**src/rtl/aes_inv_sub_bytes_seq.sv**
```systemverilog
// Byte-serial AES InvSubBytes engine: load a state, invert each byte in place, stream it back out.
// Define INV_SBOX_ROM_EN to swap the 8-cycle square-and-multiply inverse for a one-cycle InvSbox table.
module aes_inv_sub_bytes_seq #(
  parameter int NUM_BYTES = 16
) (
  input  logic       clk,
  input  logic       rst_n,
  input  logic       in_valid,
  output logic       in_ready,
  input  logic [7:0] in_byte,
  output logic       out_valid,
  input  logic       out_ready,
  output logic [7:0] out_byte,
  output logic       busy
);

  localparam int CW = (NUM_BYTES > 1) ? $clog2(NUM_BYTES) : 1;
  localparam logic [CW-1:0] LAST = CW'(NUM_BYTES - 1);

  localparam logic [1:0] LOAD    = 2'd0;
  localparam logic [1:0] COMPUTE = 2'd1;
  localparam logic [1:0] DRAIN   = 2'd2;

  function automatic logic [7:0] gmul(input logic [7:0] x, input logic [7:0] y);
    logic [7:0] p;
    logic [7:0] s;
    p = 8'h00;
    s = x;
    for (int i = 0; i < 8; i++) begin
      if (y[i]) p = p ^ s;
      s = s[7] ? ({s[6:0], 1'b0} ^ 8'h1B) : {s[6:0], 1'b0};
    end
    return p;
  endfunction

  function automatic logic [7:0] inv_affine(input logic [7:0] s);
    return {s[6:0], s[7]} ^ {s[4:0], s[7:5]} ^ {s[1:0], s[7:2]} ^ 8'h05;
  endfunction

  logic [1:0]    state;
  logic [CW-1:0] wr_idx;
  logic [CW-1:0] idx;
  logic [CW-1:0] rd_idx;
  logic [CW-1:0] next_rd;
  logic [7:0]    buf_mem [NUM_BYTES];

  logic          accept;
  logic          byte_done;
  logic [7:0]    a;
  logic [7:0]    load_data;
  logic [7:0]    result;
  logic          wr_en;
  logic [CW-1:0] wr_addr;
  logic [7:0]    wr_data;

  assign in_ready = (state == LOAD);
  assign busy     = (state != LOAD);
  assign accept   = in_valid && in_ready;
  assign a        = buf_mem[idx];
  assign next_rd  = rd_idx + CW'(1);

`ifndef INV_SBOX_ROM_EN
  // a^254 by left-to-right square-and-multiply over the exponent bits of 0xFE
  localparam logic [7:0] EXP = 8'hFE;

  logic [2:0] step;
  logic [7:0] r_reg;
  logic [7:0] r_cur;
  logic [7:0] r_sq;
  logic [7:0] r_mul;
  logic [7:0] r_next;

  always_comb begin
    r_cur  = (step == 3'd0) ? 8'h01 : r_reg;
    r_sq   = gmul(r_cur, r_cur);
    r_mul  = gmul(r_sq, a);
    r_next = EXP[3'd7 - step] ? r_mul : r_sq;
  end

  assign byte_done = (state == COMPUTE) && (step == 3'd7);
  assign load_data = inv_affine(in_byte);
  assign result    = r_next;
`else
  // Table built at elaboration from the same affine + inverse definition
  function automatic logic [2047:0] build_inv_sbox();
    logic [2047:0] t;
    logic [7:0]    x;
    logic [7:0]    r;
    t = '0;
    for (int s = 0; s < 256; s++) begin
      x = inv_affine(8'(s));
      r = 8'h01;
      for (int k = 7; k >= 0; k--) begin
        r = gmul(r, r);
        if (k != 0) r = gmul(r, x);
      end
      t[s*8 +: 8] = r;
    end
    return t;
  endfunction

  localparam logic [2047:0] INV_SBOX_TABLE = build_inv_sbox();

  assign byte_done = (state == COMPUTE);
  assign load_data = in_byte;
  assign result    = INV_SBOX_TABLE[{a, 3'b000} +: 8];
`endif

  always_comb begin
    wr_en   = 1'b0;
    wr_addr = wr_idx;
    wr_data = load_data;
    if (accept) begin
      wr_en = 1'b1;
    end else if (byte_done) begin
      wr_en   = 1'b1;
      wr_addr = idx;
      wr_data = result;
    end
  end

  always_ff @(posedge clk) begin
    if (rst_n && wr_en) buf_mem[wr_addr] <= wr_data;
  end

  always_ff @(posedge clk) begin
    if (!rst_n) begin
      state     <= LOAD;
      wr_idx    <= '0;
      idx       <= '0;
      rd_idx    <= '0;
      out_valid <= 1'b0;
      out_byte  <= 8'h00;
`ifndef INV_SBOX_ROM_EN
      step      <= 3'd0;
      r_reg     <= 8'h00;
`endif
    end else begin
      case (state)
        LOAD: begin
          if (accept) begin
            if (wr_idx == LAST) begin
              wr_idx <= '0;
              idx    <= '0;
              state  <= COMPUTE;
`ifndef INV_SBOX_ROM_EN
              step   <= 3'd0;
`endif
            end else begin
              wr_idx <= wr_idx + CW'(1);
            end
          end
        end
        COMPUTE: begin
`ifndef INV_SBOX_ROM_EN
          r_reg <= r_next;
          step  <= byte_done ? 3'd0 : step + 3'd1;
`endif
          if (byte_done) begin
            if (idx == LAST) begin
              idx    <= '0;
              rd_idx <= '0;
              state  <= DRAIN;
            end else begin
              idx <= idx + CW'(1);
            end
          end
        end
        DRAIN: begin
          // First DRAIN cycle primes the output register; afterwards it advances per transfer
          if (!out_valid) begin
            out_valid <= 1'b1;
            out_byte  <= buf_mem[rd_idx];
          end else if (out_ready) begin
            if (rd_idx == LAST) begin
              out_valid <= 1'b0;
              rd_idx    <= '0;
              state     <= LOAD;
            end else begin
              rd_idx   <= next_rd;
              out_byte <= buf_mem[next_rd];
            end
          end
        end
        default: state <= LOAD;
      endcase
    end
  end

endmodule

```
**config.mk**
```make
export PLATFORM = sky130hd
export DESIGN_NAME = aes_inv_sub_bytes_seq
export DESIGN_NICKNAME = d
export VERILOG_FILES = /design/src/rtl/aes_inv_sub_bytes_seq.sv
export SDC_FILE = /design/constraint.sdc
export NUM_CORES = 1
export LEC_CHECK = 0
export BUFFER_PORTS_ARGS = -buffer_cell sky130_fd_sc_hd__clkbuf_2
export CORE_ASPECT_RATIO = 0.5
export CORE_MARGIN = 5
export CORE_UTILIZATION = 65
export DETAILED_ROUTE_END_ITERATION = 12
export PLACE_DENSITY = 0.82
export SYNTH_ARGS = -nofsm -noshare
export SYNTH_HDL_FRONTEND = slang
export SYNTH_SLANG_ARGS = --single-unit
```
**constraint.sdc**
```tcl
create_clock -name clk -period 9.16 [get_ports clk]
set_clock_uncertainty 0.1 [all_clocks]
set_input_delay 1.374 -clock clk [delete_from_list [all_inputs] [get_ports clk]]
set_output_delay 1.374 -clock clk [all_outputs]
set_load 0.05 [all_outputs]
```
* Word level (Yosys, flattened, before mapping)
Memories as Yosys holds them, arrays and structs flattened. A register that Yosys moved wholly into a read port is not among the register bits.
Index checks and enable logic that the tools add are counted.
** Storage, ports and cells
- Bits in read-only memories :: 8
- Memories :: 2
- Register bits :: 34
- Input bits :: 12
- Word-level logic and storage cells :: 151
- Output and inout port bits :: 11
- Bits in writable memories :: 128
** Memories
- buf_mem :: words 16, width 8, read ports 3, clocked after Yosys merged registers in 2, wr ports 1, RTL line 45 : logic [7:0] buf_mem [NUM_BYTES];
- (name not given) :: words 8, width 1, read ports 1, clocked after Yosys merged registers in 0, wr ports 0, RTL line 77 : r_next = EXP[3'd7 - step] ? r_mul : r_sq;
** Cells by class
- Bitwise operators :: 31
- Reduce and logical (&&, ||, !) cells :: 14
- $lt $le $gt $ge :: 1
- Eq/ne operators :: 15
- Mux-type cells :: 75
- Add/sub/neg operators :: 5
** Operators by type and width (count)
- 2-to-1 mux 8 bit :: 23
- XOR 8 bit :: 16
- 2-to-1 mux 5 bit :: 14
- 2-to-1 mux 4 bit :: 16
- NOT 4 bit :: 14
- one-hot mux 4 bit (2 select lines) :: 2
- 2-to-1 mux 2 bit :: 7
- adder 4 x 1 -> 4 bit (second input constant) :: 3
- equality test 4 bit (second input constant) :: 3
- inequality test 2 bit (second input constant) :: 5
- 2-to-1 mux 3 bit :: 3
- 2-to-1 mux 1 bit :: 8
- inequality test 2 x 1 -> 1 bit (second input constant) :: 4
- AND reduction 7 bit :: 1
- one-hot mux 2 bit (3 select lines) :: 1
- one-hot mux 3 bit (2 select lines) :: 1
- AND reduction 3 bit :: 2
- nonzero test 2 bit :: 3
- AND reduction 5 bit :: 1
- less-than comparator 3 x 4 -> 1 bit (second input constant) :: 1
- AND reduction 4 bit :: 1
- adder 3 x 1 -> 3 bit (second input constant) :: 1
- equality test 3 bit (second input constant) :: 1
- logical AND 1 bit :: 3
- other kinds (7) :: 7

* Depth between registers and ports, before layout
- Depth in word-level cells :: 37
- Depth in mapped cells :: 22
- Mapped depth without buffers :: 17

* Worst setup path after synthesis
Ideal clock, no wire load.
- Path type :: flip-flop to flip-flop
- Start :: register step[0]
- End :: memory buf_mem[0][4], data pin
- Data arrival time :: 4888 ps
- Required time :: 8769 ps
- Library setup time :: 291 ps
- Path slack :: 3881 ps
- Cell stages (with the launch flop) :: 23
- Cells stage by stage :: dfxtp_1 -> inv_1 -> ha_1 -> nand2b_1 -> clkbuf_1 -> clkbuf_1 -> and2_1 -> ha_1 -> buf_2 -> and3b_1 -> o21ai_2 -> xor2_4 -> xnor2_1 -> or3_1 -> buf_2 -> and2_1 -> buf_2 -> a221o_1 -> a211oi_1 -> xnor2_1 -> xor2_1 -> a21oi_2 -> a21oi_1
** Between the ends
- Cells in the longest elaborated chain, start to end :: 37
- Elaborated cells on any way between the ends :: 68
** Ends and longest elaborated chain
- from (decl) :: RTL line 66 : logic [2:0] step;
- from (signal assigned) :: RTL line 157 : step <= byte_done ? 3'd0 : step + 3'd1;
- zero test 3 bit :: RTL line 74 : r_cur = (step == 3'd0) ? 8'h01 : r_reg;
- 2-to-1 mux 8 bit :: RTL line 74
- NOT 4 bit (no source line)
- 2-to-1 mux 5 bit :: RTL line 31 : s = s[7] ? ({s[6:0], 1'b0} ^ 8'h1B) : {s[6:0], 1'b0};
- XOR 8 bit :: RTL line 30 : if (y[i]) p = p ^ s;
- 2-to-1 mux 8 bit :: RTL line 30
- XOR 8 bit :: RTL line 30
- 2-to-1 mux 8 bit :: RTL line 30
- [... 22 more ...]
- XOR 8 bit :: RTL line 30
- 2-to-1 mux 8 bit :: RTL line 30
- XOR 8 bit :: RTL line 30
- 2-to-1 mux 8 bit :: RTL line 30
- 2-to-1 mux 8 bit :: RTL line 77
- 2-to-1 mux 8 bit (*) :: RTL line 115 : end else if (byte_done) begin
- 2-to-1 mux 8 bit (*) :: RTL line 113 : if (accept) begin
- net wr_data[4] :: RTL line 54 : logic [7:0] wr_data;
- to (decl) :: RTL line 45
Mark *: on every way through the listed nets, which the timed path passes. The rest lies on a longest branch. The select of a mux whose other input is x is not followed.

* Worst setup path after layout
- Start :: register step[0]
- End :: memory buf_mem[14][4], data pin
The elaborated chain is that of the path after synthesis.

==> results_dict.tcl <==
set metrics [dict create \
    status "complete, but fails checks" \
    violations "max-capacitance violations, max-slew violations" \
    max-slew-margin-rel -0.00512 \
    setup_tns_ns 0 \
    switching_share 0.244 \
    cp_num_buf_inv 1 \
    powerDensity_mw_per_mm2 142 \
    p_int_uw 1320 \
    max_cap_viol_count 1 \
    synth_warnings 0 \
    final_cell_mix "edfxtp_1, mux4_2, nand2_1" \
    rsz0062_at_grt "false" \
    path_class "register to register" \
    routed_via_density 7.58 \
    drt-initial-drc-count 1324 \
    fin_nets 942 \
    gp_routability_congestion 0.950 \
    seqPwrFrac 0.491 \
    synth-seq-cells 170 \
    place_hpwl_um 21300 \
    synth_edf_count 128 \
    worstSetupEndpoint "buf_mem[14][4]" \
    synthesis.nets 954 \
    ctsHoldBuffers 0 \
    layout.area.seq_mm2 0.00469 \
    final_layout_size_suffix_gt1_frac 0.228 \
    post-route-period-util 0.706 \
    start_kind "register" \
    syn-cell-area_mm2 0.0115 \
    synthFlopType "edfxtp_1" \
    r2r-start "step[0]" \
    grt_usage 0.334 \
    hold_violations 0 \
    core_mm2 0.0174 \
    pwr-share-comb 0.069 \
    cts-htree-levels 4 \
    path_cells "inv_1 > ha_1 > nand2b_1 > nand2b_1 > ha_1 > xnor2_1 > xor2_1 > nand2_1 > xnor2_1 > mux2i_1 > nand2_1 > xnor3_1 > a211oi_1 > o32ai_1 > xor2_1 > a21oi_2 > a21oi_1" \
    worstPathMaxFanout 20 \
    fillers 1075 \
    finalSetupViolCount 0 \
    synth_area_per_cell_um2 12.3 \
    cts_resized 0 \
    cts.sinks 170 \
    cts_root_buf "clkbuf_16" \
    ios 23 \
    totalWireLength_um 33800 \
    diodes 0 \
    grt_remaining_overflow 0 \
    syn_inst 934 \
    timing.rr.end "buf_mem[14][4]" \
    vdd_drop_max_mv 0.136 \
    clk_pin_slew_ns 0.07 \
    crit_cells 17 \
    die_x_um 198 \
    dieArea_mm2 0.0206 \
    multi_input_area_mm2 0.00646 \
    layout_commonest_cell "edfxtp_1" \
    cts_buffers 17 \
    power.switching_uw 426 \
    die_h_um 104 \
    grt_pass1_vias 8607 \
    end_kind "register" \
    required_ns 9.10 \
    ys_seq_area_frac 0.408 \
    r2r_setup_slack_ns 2.69 \
    port_buffers 22 \
    cp_top_family "XOR/XNOR gates" \
    ant_nets 0 \
    placed_cells 1137 \
    antenna_found_initial 1 \
    slew_violations 9 \
    instances_no_fill 1169 \
    dr.pass1.iters 7 \
    critPathMaxStageDelay_ns 1.06 \
    crit_slowest_cell "a21oi_1" \
    syn2layout_area_growth_pct 7.33 \
    rows 34 \
    synth.distinct_cells 83 \
    num_vias 8858 \
    clockBufferDepth 2 \
    hold_path_class "register to register" \
    grt_pass1_wl_um 51900 \
    postCtsSetupBuffers 0 \
    drcViolationCount 0 \
    clkPwrFrac 0.440 \
    hold_path_depth 2 \
    clk_latency_ns 0.44 \
    rr_worst_depth 17 \
    worst_pin_slew_ns 1.50 \
    grt_max_degree 37 \
    period_needed_ns 6.47 \
    hold_slack_ns 0.404 \
    start_util 0.662 \
    worstSetupStartpoint "step[0]" \
    async_reset_ff_frac 0 \
    routedWlPerCell_um 28.9 \
    leakage_uw 0.00394 \
    critPathArrivalTime_ns 6.41 \
    fmax_mhz 155 \
    largest_register_ffs 128 \
    cts_tree "yes" \
]
-- cells in the mapped netlist (all sizes together) (5+ instances only) --
| master | instances | area, µm² |
|---|---|---|
| a211o | 7 | 61.3 |
| a211oi | 26 | 195 |
| a21oi | 45 | 233 |
| a31oi | 16 | 100 |
| and2 | 18 | 113 |
| and3 | 6 | 37.5 |
| buf | 29 | 163 |
| clkbuf | 36 | 135 |
| dfxtp | 42 | 841 |
| edfxtp | 128 | 3840 |
| ha | 8 | 100 |
| inv | 15 | 56.3 |
| mux2 | 5 | 60.1 |
| mux2i | 20 | 213 |
| mux4 | 110 | 2480 |
| nand2 | 90 | 348 |
| nand2b | 7 | 43.8 |
| nand3 | 26 | 130 |
| nand3b | 6 | 45.0 |
| nor2 | 77 | 292 |
| nor2b | 5 | 31.3 |
| nor3 | 20 | 115 |
| o211ai | 7 | 52.6 |
| o21ai | 25 | 133 |
| xnor2 | 62 | 577 |
| xnor3 | 14 | 319 |
| xor2 | 22 | 211 |
-- worst register-to-register path, delay by kind of cell (launching register included) --
| family | cells | cell delay [ns] |
|---|---|---|
| buffers and inverters | 1 | 0.06 |
| multiplexers | 1 | 0.41 |
| adder cells (fa/ha/maj) | 2 | 0.63 |
| flip-flops | 1 | 0.40 |
| AND/OR/NAND/NOR | 4 | 1.17 |
| AO/OA/AOI/OAI | 4 | 1.52 |
| XOR/XNOR | 5 | 1.75 |
-- layout make-up --
cell class,instances,area share
inverters,15,0.00457
multi-input cells,684,0.524
clock inverters,11,0.00883
clock buffers,21,0.0426
repair buffers,34,0.0162
flip-flops and latches,170,0.380
well taps,234,0.0237
-- worst min-delay path by stage --
| stage | start | end | slack (ns) |
|---|---|---|---|
| global placement | step[1] | step[1] | 0.39 |
| detailed placement | out_byte[5] | out_byte[5] | 0.40 |
| finish | out_byte[5] | out_byte[5] | 0.40 |
| CTS | out_byte[5] | out_byte[5] | 0.41 |
| floorplan | idx[1] | register | 0.38 |
| global route | step[1] | step[1] | 0.45 |
-- cell families after synthesis --
family          share of synthesized area
simple gates                        0.114
fa+ha+maj                         0.00871
flops                               0.408
mux                                 0.239
compound gates                     0.0992
buf+inv                            0.0308
xor+xnor                            0.101
-- per-layer routing --
metal	track usage	share of wire	vias up
met4	0.161	0.052	2
met1	0.450	0.35	4293
met5	0	0.00039	-
met3	0.0893	0.14	171
met2	0.508	0.46	785
li1	-	-	3607
-- stage by stage --
step | worst slack (ns) | area (µm²) | utilization | total power (µW)
2_1_floorplan | 3.88 | 11500 | - | 947
3_3_place_gp | 3.29 | 11700 | 0.674 | 982
3_5_place_dp | 2.89 | 11700 | 0.674 | 987
4_1_cts | 2.82 | 12300 | 0.710 | 1730
5_1_grt | 2.30 | 12300 | 0.710 | 1780
6_report | 2.69 | 12300 | 0.710 | 1750
-- power by group through the flow --
stage	clock network, µW	registers, µW	logic [µW]
final	769	856	120
after floorplan	0	871	76.4
after CTS	763	856	115
after detailed placement	0	873	113
after global routing	801	857	125
after global placement	0	872	109
Note: power is estimated with default switching activity, not from simulation.
